### src/rtl/cnn_layer_accel_macc_pkg.sv
// rtl/cnn_layer_accel_macc_pkg.sv - MACC control constants, slot type and opmode decode
package cnn_layer_accel_macc_pkg;

  localparam logic [8:0] OPMODE_MULT = 9'b000000101;
  localparam logic [8:0] OPMODE_MACC = 9'b000100101;
  localparam logic [8:0] OPMODE_HOLD = 9'b000100000;
  localparam logic [3:0] ALUMODE_SUM = 4'b0000;

  localparam int MACC_LAT    = 4;
  localparam int OPMODE_SKEW = 2;

  typedef struct packed {
    logic valid;
    logic first;
    logic last;
  } slot_t;

  // Bubbles hold P so a window survives input gaps.
  function automatic logic [8:0] slot_opmode(slot_t s);
    if (!s.valid)
      return OPMODE_HOLD;
    else if (s.first)
      return OPMODE_MULT;
    else
      return OPMODE_MACC;
  endfunction

endpackage

### src/rtl/cnn_layer_accel_ce_macc_ctrl_if.sv
// rtl/cnn_layer_accel_ce_macc_ctrl_if.sv - pair input stream and result output stream
interface cnn_layer_accel_ce_macc_ctrl_if #(
  parameter int C_A_INPUT_WIDTH  = 30,
  parameter int C_B_INPUT_WIDTH  = 18,
  parameter int C_P_OUTPUT_WIDTH = 48
) ();
  logic                        in_valid;
  logic                        in_ready;
  logic [C_A_INPUT_WIDTH-1:0]  in_a;
  logic [C_B_INPUT_WIDTH-1:0]  in_b;
  logic                        out_valid;
  logic                        out_ready;
  logic [C_P_OUTPUT_WIDTH-1:0] out_data;

  modport slave (
    input  in_valid, in_a, in_b, out_ready,
    output in_ready, out_valid, out_data
  );

  modport master (
    output in_valid, in_a, in_b, out_ready,
    input  in_ready, out_valid, out_data
  );
endinterface

### src/rtl/cnn_layer_accel_result_fifo.sv
// rtl/cnn_layer_accel_result_fifo.sv - first-word-fall-through result FIFO with occupancy count
module cnn_layer_accel_result_fifo #(
  parameter int W     = 48,
  parameter int DEPTH = 4
) (
  input  logic                     clk,
  input  logic                     rst_n,
  input  logic                     push,
  input  logic [W-1:0]             push_data,
  input  logic                     pop,
  output logic [W-1:0]             head,
  output logic                     empty,
  output logic [$clog2(DEPTH):0]   count
);
  localparam int AW = $clog2(DEPTH);

  logic [W-1:0]  mem [DEPTH];
  logic [AW-1:0] wr_ptr;
  logic [AW-1:0] rd_ptr;
  logic          full;
  logic          do_push;
  logic          do_pop;

  assign empty   = (count == '0);
  assign full    = (count == (AW+1)'(DEPTH));
  assign do_pop  = pop && !empty;
  // A push into a full FIFO is only taken when the head leaves on the same edge.
  assign do_push = push && (!full || do_pop);
  assign head    = mem[rd_ptr];

  always_ff @(posedge clk or negedge rst_n) begin
    if (!rst_n) begin
      wr_ptr <= '0;
      rd_ptr <= '0;
      count  <= '0;
      for (int i = 0; i < DEPTH; i++)
        mem[i] <= '0;
    end else begin
      if (do_push) begin
        mem[wr_ptr] <= push_data;
        wr_ptr      <= wr_ptr + 1'b1;
      end
      if (do_pop)
        rd_ptr <= rd_ptr + 1'b1;
      case ({do_push, do_pop})
        2'b10:   count <= count + 1'b1;
        2'b01:   count <= count - 1'b1;
        default: count <= count;
      endcase
    end
  end
endmodule

### src/rtl/cnn_layer_accel_ce_macc_ctrl.sv
// rtl/cnn_layer_accel_ce_macc_ctrl.sv - issue sequencer and result collector for one CE MACC slice
module cnn_layer_accel_ce_macc_ctrl
  import cnn_layer_accel_macc_pkg::*;
#(
  parameter int C_A_INPUT_WIDTH  = 30,
  parameter int C_B_INPUT_WIDTH  = 18,
  parameter int C_P_OUTPUT_WIDTH = 48,
  parameter int LEN_WIDTH        = 10,
  parameter int OUT_DEPTH        = 4
) (
  input  logic                        CLK,
  input  logic                        rst_n,
  input  logic [LEN_WIDTH-1:0]        cfg_len,
  cnn_layer_accel_ce_macc_ctrl_if.slave io,
  output logic                        macc_rst,
  output logic                        macc_ce,
  output logic [8:0]                  macc_opmode,
  output logic [3:0]                  macc_alumode,
  output logic [C_A_INPUT_WIDTH-1:0]  macc_a,
  output logic [C_B_INPUT_WIDTH-1:0]  macc_b,
  input  logic [C_P_OUTPUT_WIDTH-1:0] macc_p,
  output logic                        busy
);
  localparam int CW = $clog2(OUT_DEPTH) + 1;

  logic [1:0]                  rst_sh;
  logic                        ce_q;
  logic [LEN_WIDTH-1:0]        idx;
  logic [LEN_WIDTH-1:0]        len;
  logic [LEN_WIDTH-1:0]        win_len;
  slot_t                       skew [OPMODE_SKEW];
  slot_t                       tag  [MACC_LAT];
  slot_t                       slot_in;
  logic                        accept;
  logic                        pend;
  logic                        hold;
  logic [CW:0]                 occ;
  logic [CW-1:0]               fifo_count;
  logic                        fifo_empty;
  logic                        out_valid_w;
  logic [C_P_OUTPUT_WIDTH-1:0] out_data_w;

  // Capture only on the cycle right after the last tag advanced into stage 4, so a stall cannot re-capture it.
  assign pend = ce_q && tag[MACC_LAT-1].valid && tag[MACC_LAT-1].last;
  assign occ  = {1'b0, fifo_count} + (CW+1)'(pend);
  assign hold = (occ >= (CW+1)'(OUT_DEPTH));

  assign macc_rst     = rst_sh[1];
  assign macc_ce      = !rst_sh[1] && !hold;
  assign macc_alumode = ALUMODE_SUM;
  assign accept       = macc_ce && io.in_valid;
  assign io.in_ready  = macc_ce;
  assign io.out_valid = out_valid_w;
  assign io.out_data  = out_data_w;
  assign out_valid_w  = !fifo_empty;

  always_comb begin
    win_len = len;
    if (idx == '0)
      win_len = (cfg_len == '0) ? LEN_WIDTH'(1) : cfg_len;
    slot_in.valid = accept;
    slot_in.first = accept && (idx == '0);
    slot_in.last  = accept && (idx == win_len - 1'b1);
  end

  always_comb begin
    busy = (idx != '0) || !fifo_empty;
    for (int i = 0; i < OPMODE_SKEW; i++)
      busy = busy || skew[i].valid;
    for (int i = 0; i < MACC_LAT; i++)
      busy = busy || tag[i].valid;
  end

  always_ff @(posedge CLK or negedge rst_n) begin
    if (!rst_n) begin
      rst_sh      <= 2'b11;
      ce_q        <= 1'b0;
      idx         <= '0;
      len         <= '0;
      macc_a      <= '0;
      macc_b      <= '0;
      macc_opmode <= '0;
      for (int i = 0; i < OPMODE_SKEW; i++)
        skew[i] <= '0;
      for (int i = 0; i < MACC_LAT; i++)
        tag[i] <= '0;
    end else begin
      rst_sh <= {rst_sh[0], 1'b0};
      ce_q   <= macc_ce;
      if (macc_ce) begin
        macc_a  <= accept ? io.in_a : '0;
        macc_b  <= accept ? io.in_b : '0;
        skew[0] <= slot_in;
        for (int i = 1; i < OPMODE_SKEW; i++)
          skew[i] <= skew[i-1];
        // OPMODEREG sits two stages closer to P than AREG/BREG, hence the skew.
        macc_opmode <= slot_opmode(skew[OPMODE_SKEW-1]);
        tag[0] <= skew[0];
        for (int i = 1; i < MACC_LAT; i++)
          tag[i] <= tag[i-1];
        if (accept) begin
          if (idx == '0)
            len <= win_len;
          idx <= slot_in.last ? '0 : idx + 1'b1;
        end
      end
    end
  end

  cnn_layer_accel_result_fifo #(
    .W     (C_P_OUTPUT_WIDTH),
    .DEPTH (OUT_DEPTH)
  ) u_result_fifo (
    .clk       (CLK),
    .rst_n     (rst_n),
    .push      (pend),
    .push_data (macc_p),
    .pop       (out_valid_w && io.out_ready),
    .head      (out_data_w),
    .empty     (fifo_empty),
    .count     (fifo_count)
  );
endmodule

### src/flat_wrapper.sv
// flat-port wrapper written by rule: the top's interface ports become plain ports
module cnn_layer_accel_ce_macc_ctrl_flat import cnn_layer_accel_macc_pkg::*;
#(
  parameter int C_A_INPUT_WIDTH  = 30,
  parameter int C_B_INPUT_WIDTH  = 18,
  parameter int C_P_OUTPUT_WIDTH = 48,
  parameter int LEN_WIDTH        = 10,
  parameter int OUT_DEPTH        = 4
)
  (CLK, rst_n, cfg_len, macc_rst, macc_ce, macc_opmode, macc_alumode, macc_a, macc_b, macc_p, busy, io_in_valid, io_in_a, io_in_b, io_out_ready, io_in_ready, io_out_valid, io_out_data);
  cnn_layer_accel_ce_macc_ctrl_if #(.C_A_INPUT_WIDTH(C_A_INPUT_WIDTH), .C_B_INPUT_WIDTH(C_B_INPUT_WIDTH), .C_P_OUTPUT_WIDTH(C_P_OUTPUT_WIDTH)) io_i ();
  input  logic CLK;
  input  logic rst_n;
  input  logic [LEN_WIDTH-1:0] cfg_len;
  output logic macc_rst;
  output logic macc_ce;
  output logic [8:0] macc_opmode;
  output logic [3:0] macc_alumode;
  output logic [C_A_INPUT_WIDTH-1:0] macc_a;
  output logic [C_B_INPUT_WIDTH-1:0] macc_b;
  input  logic [C_P_OUTPUT_WIDTH-1:0] macc_p;
  output logic busy;
  input wire logic [$bits(io_i.in_valid)-1:0] io_in_valid;
  input wire logic [$bits(io_i.in_a)-1:0] io_in_a;
  input wire logic [$bits(io_i.in_b)-1:0] io_in_b;
  input wire logic [$bits(io_i.out_ready)-1:0] io_out_ready;
  output wire logic [$bits(io_i.in_ready)-1:0] io_in_ready;
  output wire logic [$bits(io_i.out_valid)-1:0] io_out_valid;
  output wire logic [$bits(io_i.out_data)-1:0] io_out_data;
  assign io_i.in_valid = io_in_valid;
  assign io_i.in_a = io_in_a;
  assign io_i.in_b = io_in_b;
  assign io_i.out_ready = io_out_ready;
  assign io_in_ready = io_i.in_ready;
  assign io_out_valid = io_i.out_valid;
  assign io_out_data = io_i.out_data;
  cnn_layer_accel_ce_macc_ctrl #(.C_A_INPUT_WIDTH(C_A_INPUT_WIDTH), .C_B_INPUT_WIDTH(C_B_INPUT_WIDTH), .C_P_OUTPUT_WIDTH(C_P_OUTPUT_WIDTH), .LEN_WIDTH(LEN_WIDTH), .OUT_DEPTH(OUT_DEPTH)) u_core (.CLK(CLK), .rst_n(rst_n), .cfg_len(cfg_len), .io(io_i), .macc_rst(macc_rst), .macc_ce(macc_ce), .macc_opmode(macc_opmode), .macc_alumode(macc_alumode), .macc_a(macc_a), .macc_b(macc_b), .macc_p(macc_p), .busy(busy));
endmodule
### config.mk
export PLATFORM = sky130hd
export DESIGN_NAME = cnn_layer_accel_ce_macc_ctrl_flat
export DESIGN_NICKNAME = d
export VERILOG_FILES = /design/src/rtl/cnn_layer_accel_macc_pkg.sv /design/src/rtl/cnn_layer_accel_ce_macc_ctrl_if.sv /design/src/rtl/cnn_layer_accel_result_fifo.sv /design/src/rtl/cnn_layer_accel_ce_macc_ctrl.sv /design/src/flat_wrapper.sv
export SDC_FILE = /design/constraint.sdc
export NUM_CORES = 1
export LEC_CHECK = 0
export ABC_AREA = 1
export BUFFER_PORTS_ARGS = -buffer_cell sky130_fd_sc_hd__buf_2
export CAP_MARGIN = 30
export CORE_ASPECT_RATIO = 1.4
export CORE_MARGIN = 1
export CORE_UTILIZATION = 35
export CTS_CLUSTER_DIAMETER = 200
export DETAILED_ROUTE_END_ITERATION = 8
export PLACE_DENSITY = 0.6
export SLEW_MARGIN = 20
export SYNTH_ARGS = -nofsm -noshare
export SYNTH_HDL_FRONTEND = slang
export SYNTH_SLANG_ARGS = --single-unit
### constraint.sdc
create_clock -name CLK -period 2.25 [get_ports CLK]
set_input_delay 0.3375 -clock CLK [delete_from_list [all_inputs] [get_ports CLK]]
set_output_delay 0.3375 -clock CLK [all_outputs]
set_load 0.005 [all_outputs]
==> results of run 1 <==
logic make-up after synthesis:
family          Yosys count  synth area share
other cells               1          0.000293
simple gates            312             0.111
flops                   283             0.553
buf+inv                 127            0.0430
xor+xnor                 11           0.00753
compound gates          219             0.106
fa+ha+maj                 9           0.00938
mux                     193             0.170
sequential cells by signal, indices dropped and copies added (netlist names):
signal / count
u_core.u_result_fifo.wr_ptr: 2
u_core.rst_sh: 2
u_core.macc_b: 18
u_core.len: 10
u_core.idx: 10
u_core.u_result_fifo.count: 3
u_core.macc_opmode: 2
u_core.skew: 5
u_core.ce_q: 1
u_core.u_result_fifo.rd_ptr: 2
u_core.tag: 6
u_core.u_result_fifo.mem: 192
u_core.macc_a: 30
where the power goes:
| group | internal, mW | switching (mW) | total [mW] | leakage (nW) |
|---|---|---|---|---|
| Clock | 2.94 | 2.09 | 5.03 | 0.499 |
| Combinational | 3.60 | 3.84 | 7.45 | 4.24 |
| Sequential | 5.99 | 0.575 | 6.57 | 3.83 |
| Total | 12.5 | 6.51 | 19.0 | 8.58 |
worst max-delay path by stage:
stage,start,end,slack [ns],cells after the start
after global placement,cfg_len[7],u_core.idx[6],-0.17,16
after CTS,u_core.u_result_fifo.rd_ptr[1],io_out_data[46],-0.03,4
after detailed placement,cfg_len[7],u_core.idx[2],-0.21,16
after global routing,u_core.idx[6],u_core.idx[3],-0.17,17
after floorplan,u_core.idx[6],u_core.idx[6],-0.06,18
final,u_core.idx[0],u_core.idx[7],-0.009,18
Yosys cell counts (2+ instances only):
library cell / number
a21oi_1: 3
a22o_1: 48
buf_1: 17
buf_2: 8
buf_4: 13
buf_6: 2
clkbuf_1: 38
clkinv_1: 3
dfrtp_1: 281
dfstp_2: 2
ha_1: 8
inv_1: 43
inv_2: 3
mux2_2: 193
nand2_1: 109
nand2_2: 10
nand2_4: 4
nand3_1: 28
nand3_2: 2
nand3b_1: 2
nand4_1: 2
nor2_1: 126
nor2_2: 12
nor2_4: 7
nor3_1: 3
o21ai_0: 114
o21ai_2: 2
o21bai_1: 3
o22ai_1: 48
or2_2: 2
xnor2_1: 2
xor2_1: 9
critical path: cells and delay by family, from the launching register on:
kind | cells | cell delay (ns)
fa+ha+maj | 2 | 0.31
simple gates | 13 | 1.20
flops | 1 | 0.39
buf+inv | 3 | 0.23
final cells by class:
type	instances	area share
Timing Repair Buffer	341	0.158
Inverter	49	0.0127
Clock buffer	39	0.0490
Timing Repair inverter	1	0.000663
Tap cell	462	0.0340
Multi-Input combinational cell	755	0.319
Clock inverter	14	0.00921
Sequential cell	283	0.417
repair_timing:
action | CTS | global route
pin swaps | 10 | 15
cloned | 4 | 11
endpoints found under the hold margin | 97 | 0
buffers inserted | 10 | 2
hold buffers | 49 | 0
gates resized for setup | 34 | 69
setup endpoints to repair | 60 | 57
layer usage:
metal | global-route usage | vias to the layer above
met5 | 0 | -
met4 | 0.0602 | 4
met3 | 0.0342 | 51
met2 | 0.324 | 253
met1 | 0.215 | 4889
li1 | - | 4575
==> results by group, run 1 <==
Layout
  – Layout filler cell count: 3334
  – Area of the multi-input gates: 5420 sq um
  – Final core occ: 0.473
  – Nets: 1579
  – Share of layout cells above drive strength 1: 0.420
  – Antenna cells: 0
  – Final Non-Filler Cells: 1944
  – Commonest non-fill, non-tap cell in the layout: dfrtp_1
  – Storage cell area: 7090 sq um
  – Most frequent cells in the layout: 279 x dfrtp_1, 212 x buf_2, 193 x mux2_2
  – Fin area: 17000 sq um
  – Area Growth Syn to Fin: 32.7%

GRT
  – First-pass GRT wire length: 53.4 mm
  – Global route overflow: 0
  – Vias in the first global route: 10100
  – Total Routing Usage GR: 0.181
  – Pin count of the biggest net entering global routing: 63
  – Initial antenna violation count: 3

Clock network
  – CTS H-tree lvls: 1
  – Clk root buf: clkbuf_16
  – Num Clock Sinks: 283
  – CTS tree: yes
  – Worst skew pair latency: 0.57 ns
  – CTS Buf Count: 29
  – Reg clk slew, reported paths: 0.07 ns
  – CTS Buffer Depth: 3

STA
  – Setup TNS: -0.0234 ns
  – Final Cycle Share: 1.00
  – Slack of the critical path: -0.00858 ns
  – RSZ-0062 raised after global routing: true
  – Max-slew violation total from the final report: 0
  – Max Fclk: 443 MHz
  – Hold Violations, Final: 0
  – Clk_skew: 0.00705 ns
  – Slew margin rel.: 0.656
  – Min Tclk post-route: 2.26 ns
  – Hold Slack: 0.0326 ns
  – # setup viols final: 4
  – Worst slew pin tran: 0.517 ns

Place
  – Dpl cell area: 14800 sq um
  – Placed Cells: 1815
  – Hpwl dp: 20.5 mm
  – Worst Setup Slack post-DPL: -0.205 ns
  – Port Buffers: 213
  – Final Wtd Congestion: 0.834

Setup path
  – Worst Path Required: 2.71 ns
  – Critical Path AT: 2.72 ns
  – Slowest-stage cell, CP: dfrtp_1
  – Critical path fanouts, max: 8
  – Crit Path Category: reg -> reg
  – Reg2Reg Depth: 18
  – Critical path cell sequence: inv_2, ha_4, nand2_4, inv_2, nand2_4, nand2_2, nand2_2, inv_2, ha_4, nand3_4, nor2_4, nand3_1, nand2_1, nand2_1, nor2_4, nand2_4, nor2_8, nor2_2
  – Reg2Reg Launch Point: u_core.idx[0]
  – Crit end category: flip-flop
  – CP peak stage delay: 0.39 ns
  – FF-to-FF End: u_core.idx[7]
  – Crit path launch type: flip-flop
  – R2r setup slk: -0.009 ns

Floorplan
  – Row count: 82
  – Core Box Area: 35900 sq um
  – Die height: 228 um
  – Die Footprint: 37300 sq um
  – Starting Density: 0.356
  – Die X: 164 um
  – IO Pins: 224

Synthesis
  – Synth unique cells: 40
  – FFs w/ async S/R, synth: 1.00
  – Seq cells post-synth: 283
  – Mean Syn Cell Area: 11.1 sq um
  – Share of the synthesized area in the top cell type: 0.549
  – Top cells by area, synth: dfrtp_1 55%, mux2_2 17%, o21ai_0 4.5%
  – Yosys top cell by area: dfrtp_1
  – Post-synth EDFFs: 0
  – Number of synthesis warnings: 0
  – Sequential share of the synthesized area: 0.553
  – Cells after Synth: 1155
  – Synth Flop Type: dfrtp_1
  – Synth Cell Area: 12800 sq um

Routing
  – Remaining DRCs: 0
  – Met3 wire length: 1.86 mm
  – Drt via density: 5.03
  – Met2 WL post-DR: 18.3 mm
  – Initial DRC Count: 444
  – Routed Antenna Nets: 0
  – WL/cell: 18.3 um
  – Max Used Layer: met5
  – Final wirelength: 35.6 mm
  – DR vias: 9772
  – DRT Pass-1 Iters: 4
  – M1 wire length: 14.6 mm

Hold path
  – Hold Path Class: in -> reg
  – End of the worst hold path: u_core.macc_a[11]
  – Min-Delay Startpoint: io_in_a[11]
  – Hold depth: 2

Run status
  – Outcome: finished with violations
  – Failing checks: setup timing

Power
  – LEAKAGE: 8.58 nW
  – Power Dens Cells: 1120 nW/um^2
  – Total Power: 19.0 mW
  – VDD IR max: 677 uV

Run
  – Max cap viols: 0
Note: power is estimated with default switching activity, not from simulation.
==> run 2: changes to the inputs <==
--- a/config.mk
+++ b/config.mk
@@ -10,10 +10,10 @@
 export CAP_MARGIN = 30
 export CORE_ASPECT_RATIO = 1.4
 export CORE_MARGIN = 1
-export CORE_UTILIZATION = 35
+export CORE_UTILIZATION = 46
 export CTS_CLUSTER_DIAMETER = 200
 export DETAILED_ROUTE_END_ITERATION = 8
-export PLACE_DENSITY = 0.6
+export PLACE_DENSITY = 0.74
 export SLEW_MARGIN = 20
 export SYNTH_ARGS = -nofsm -noshare
 export SYNTH_HDL_FRONTEND = slang
==> constraint.sdc (replaced) <==
create_clock -name CLK -period 2.25 [get_ports CLK]
set_input_delay 0.225 -clock CLK [delete_from_list [all_inputs] [get_ports CLK]]
set_output_delay 0.225 -clock CLK [all_outputs]
set_load 0.005 [all_outputs]
==> results by group, run 2 (synthesis gave the netlist of run 1 again) <==
STA
  – Slack of the critical path: -0.0704 ns (-0.0618 ns)
  – RSZ-0062 raised after global routing: true
  – Final Cycle Share: 1.03 (+0.0275)
  – Slew margin rel.: 0.603 (-0.0524)
  – Min Tclk post-route: 2.32 ns (+0.0618 ns)
  – Hold Violations, Final: 0 (unchanged)
  – # setup viols final: 10 (+6)
  – Setup TNS: -0.541 ns (-0.518 ns)
  – Hold Slack: 0.0814 ns (+0.0488 ns)
  – Worst slew pin tran: 0.595 ns (+0.0785 ns)
  – Max Fclk: 431 MHz (-2.7%)
  – Clk_skew: 0.0130 ns (+0.00597 ns)
  – Max-slew violation total from the final report: 0 (unchanged)

Layout
  – Area Growth Syn to Fin: 31.0%
  – Top Registers: u_core.u_result_fifo.mem: 192 flops, u_core.macc_a: 30 flops, u_core.macc_b: 18 flops
  – Largest register FFs: 192 (unchanged)
  – Largest Register: u_core.u_result_fifo.mem
  – Share of layout cells above drive strength 1: 0.378 (-0.0415)
  – Most frequent cells in the layout: 280 x dfrtp_1, 212 x buf_2, 193 x mux2_2
  – Nets: 1605 (+1.6%)
  – Final Non-Filler Cells: 1872 (-3.7%)
  – Layout filler cell count: 2107 (-37%)
  – Fin area: 16800 sq um (-1.3%)
  – Commonest non-fill, non-tap cell in the layout: dfrtp_1
  – Area of the multi-input gates: 5330 sq um (-1.6%)
  – Antenna cells: 0 (unchanged)
  – Storage cell area: 7090 sq um (about the same)

Setup path
  – Buf+Inv Stages, Crit Path: 2 (-1)
  – Reg2Reg Launch Point: u_core.idx[2]
  – Crit Path Category: reg -> reg
  – R2r setup slk: -0.07 ns (-0.06 ns)
  – Crit end category: flip-flop
  – CP peak stage delay: 0.41 ns (+0.02 ns)
  – Crit path launch type: flip-flop
  – Most Frequent Cell on Critical Path: nor2_4
  – Delay-heaviest family, CP: simple AND/OR/NAND/NOR gates
  – Critical path fanouts, max: 8 (unchanged)
  – Reg2Reg Depth: 17 (-1)
  – Worst Path Required: 2.67 ns (-0.04 ns)
  – FF-to-FF End: u_core.idx[8]
  – Slowest-stage cell, CP: dfrtp_1
  – Critical path cell sequence: nor2_4, inv_2, nor2_4, nand2_4, nand2_2, nand2_2, inv_2, ha_4, nand3_2, nor2_4, nor2_1, nor2_1, nand2_1, nor2_4, nand2_4, nor2_8, nor2_2
  – Critical Path AT: 2.74 ns (+0.02 ns)

Place
  – Dpl cell area: 14600 sq um (-1.1%)
  – Port Buffers: 213 (unchanged)
  – Final Wtd Congestion: 0.929 (+11%)
  – Placed Cells: 1711 (-5.7%)
  – Hpwl dp: 20.2 mm (-1.5%)

Hold path
  – Hold depth: 4 (+2)
  – Hold Path Class: in -> reg
  – End of the worst hold path: u_core.u_result_fifo.rd_ptr[0]
  – Min-Delay Startpoint: io_out_ready

Power
  – LEAKAGE: 8.49 nW (-0.98%)
  – VDD IR max: 778 uV (+15%)
  – Power Dens Cells: 1040 nW/um^2 (-7.4%)

Clock network
  – Reg clk slew, reported paths: 0.06 ns (about the same)
  – Num Clock Sinks: 283 (unchanged)
  – CTS tree: yes
  – Clk root buf: clkbuf_16
  – CTS H-tree lvls: 1 (unchanged)
  – CTS Buf Count: 28 (-3.4%)
  – Worst skew pair latency: 0.54 ns (-0.03 ns)
  – CTS Buffer Depth: 3 (unchanged)

GRT
  – Pin count of the biggest net entering global routing: 70 (+11%)
  – Global route overflow: 0 (unchanged)
  – Global-route track usage on met3: 0.0376 (+0.00344)
  – GR Util met1: 0.266 (+0.0511)
  – Vias in the first global route: 10400 (+3.3%)
  – Total Routing Usage GR: 0.234 (+0.0526)
  – First-pass GRT wire length: 52.3 mm (-2.0%)
  – Initial antenna violation count: 1 (-2)
  – GR Util met2: 0.431 (+0.107)
  – Top Usage Layer GRT: met2

Routing
  – WL/cell: 17.7 um (-3.6%)
  – DRT Pass-1 Iters: 7 (+3)
  – Routed Antenna Nets: 0 (unchanged)
  – Initial DRC Count: 414 (-6.8%)
  – Final wirelength: 33.0 mm (-7.1%)
  – Drt via density: 5.30 (+5.5%)
  – DR vias: 9923 (+1.5%)
  – Remaining DRCs: 0 (unchanged)

Floorplan
  – IO Pins: 224 (unchanged)
  – Die height: 199 um (-13%)
  – Die Footprint: 28500 sq um (-24%)
  – Row count: 71 (-13%)
  – Die X: 143 um (-13%)
  – Starting Density: 0.472 (+0.116)
  – Core Box Area: 27100 sq um (-25%)

Run status
  – Outcome: finished with violations
  – Failing checks: setup timing

Run
  – Max cap viols: 0 (unchanged)
-- run 2: cell types whose count changed in the layout (fill, tap and decap cells not counted), moves of 4 or more --
cell           previous run  this run
clkinv_2                  9         2
buf_6                     4         0
o21ai_1                  40         0
o22ai_2                   5         0
buf_16                    7         2
o22ai_1                  43        48
nor2_2                   15         9
clkbuf_16                37        29
dlygate4sd3_1            49       101
nor2_1                  115       121
o21ai_0                  70       114
clkbuf_1                  3         8
-- run 2: stage by stage --
stage	power (mW)	util	setup slack [ns]
2_1_floorplan	9.82	-	-0.0554
3_3_place_gp	12.1	0.540	-0.0435
3_5_place_dp	12.2	0.540	-0.110
4_1_cts	17.3	0.616	-0.0409
5_1_grt	18.4	0.619	-0.223
6_report	17.4	0.619	-0.0704
-- run 2: final cells by class --
cell class | count | area share
sequential | 283 | 0.423
multi-input combinational | 755 | 0.318
timing repair buffer | 369 | 0.164
clock buffer | 43 | 0.0493
tap | 365 | 0.0272
inverter | 49 | 0.0115
clock inverter | 8 | 0.00679
-- run 2: how the worst max path moves through the flow --
stage | from | endpoint | slack, ns | depth (start not counted)
CTS | u_core.idx[2] | u_core.idx[8] | -0.04 | 17
floorplan | u_core.idx[6] | u_core.idx[6] | -0.06 | 18
finish | u_core.idx[2] | u_core.idx[8] | -0.07 | 17
global placement | cfg_len[7] | u_core.idx[6] | -0.04 | 16
detailed placement | cfg_len[7] | u_core.idx[8] | -0.11 | 16
global route | u_core.idx[0] | u_core.idx[0] | -0.22 | 17
-- run 2: report_power, final --
part,switching [mW],internal [mW]
Combinational,3.33,2.79
Sequential,0.580,5.99
Clock,1.92,2.77
Total,5.83,11.6
-- run 2: worst reg2reg max path, cell delays in order, from the launching register on --
cell and delay [ns]:
dfrtp_1 0.41, nor2_4 0.18, inv_2 0.06, nor2_4 0.13, nand2_4 0.08, nand2_2 0.06
nand2_2 0.06, inv_2 0.08, ha_4 0.14, nand3_2 0.10, nor2_4 0.18, nor2_1 0.07
nor2_1 0.11, nand2_1 0.09, nor2_4 0.11, nand2_4 0.09, nor2_8 0.19, nor2_2 0.06
-- run 2: what timing repair did --
action / CTS / global route
resized for setup: 9 / 5
setup endpoints to repair: 14 / 46
setup buffers: 2 / 5
hold endpoints to repair: 304 / 0
hold buffers: 101 / 0
pin swaps: 6 / 2
cloned: 1 / 1
-- run 2: per-layer routing --
| layer | routed length [um] | vias to the layer above |
|---|---|---|
| met5 | 0 | - |
| met4 | 1020 | 0 |
| met3 | 1860 | 67 |
| met2 | 17000 | 330 |
| met1 | 13100 | 4915 |
| li1 | - | 4611 |
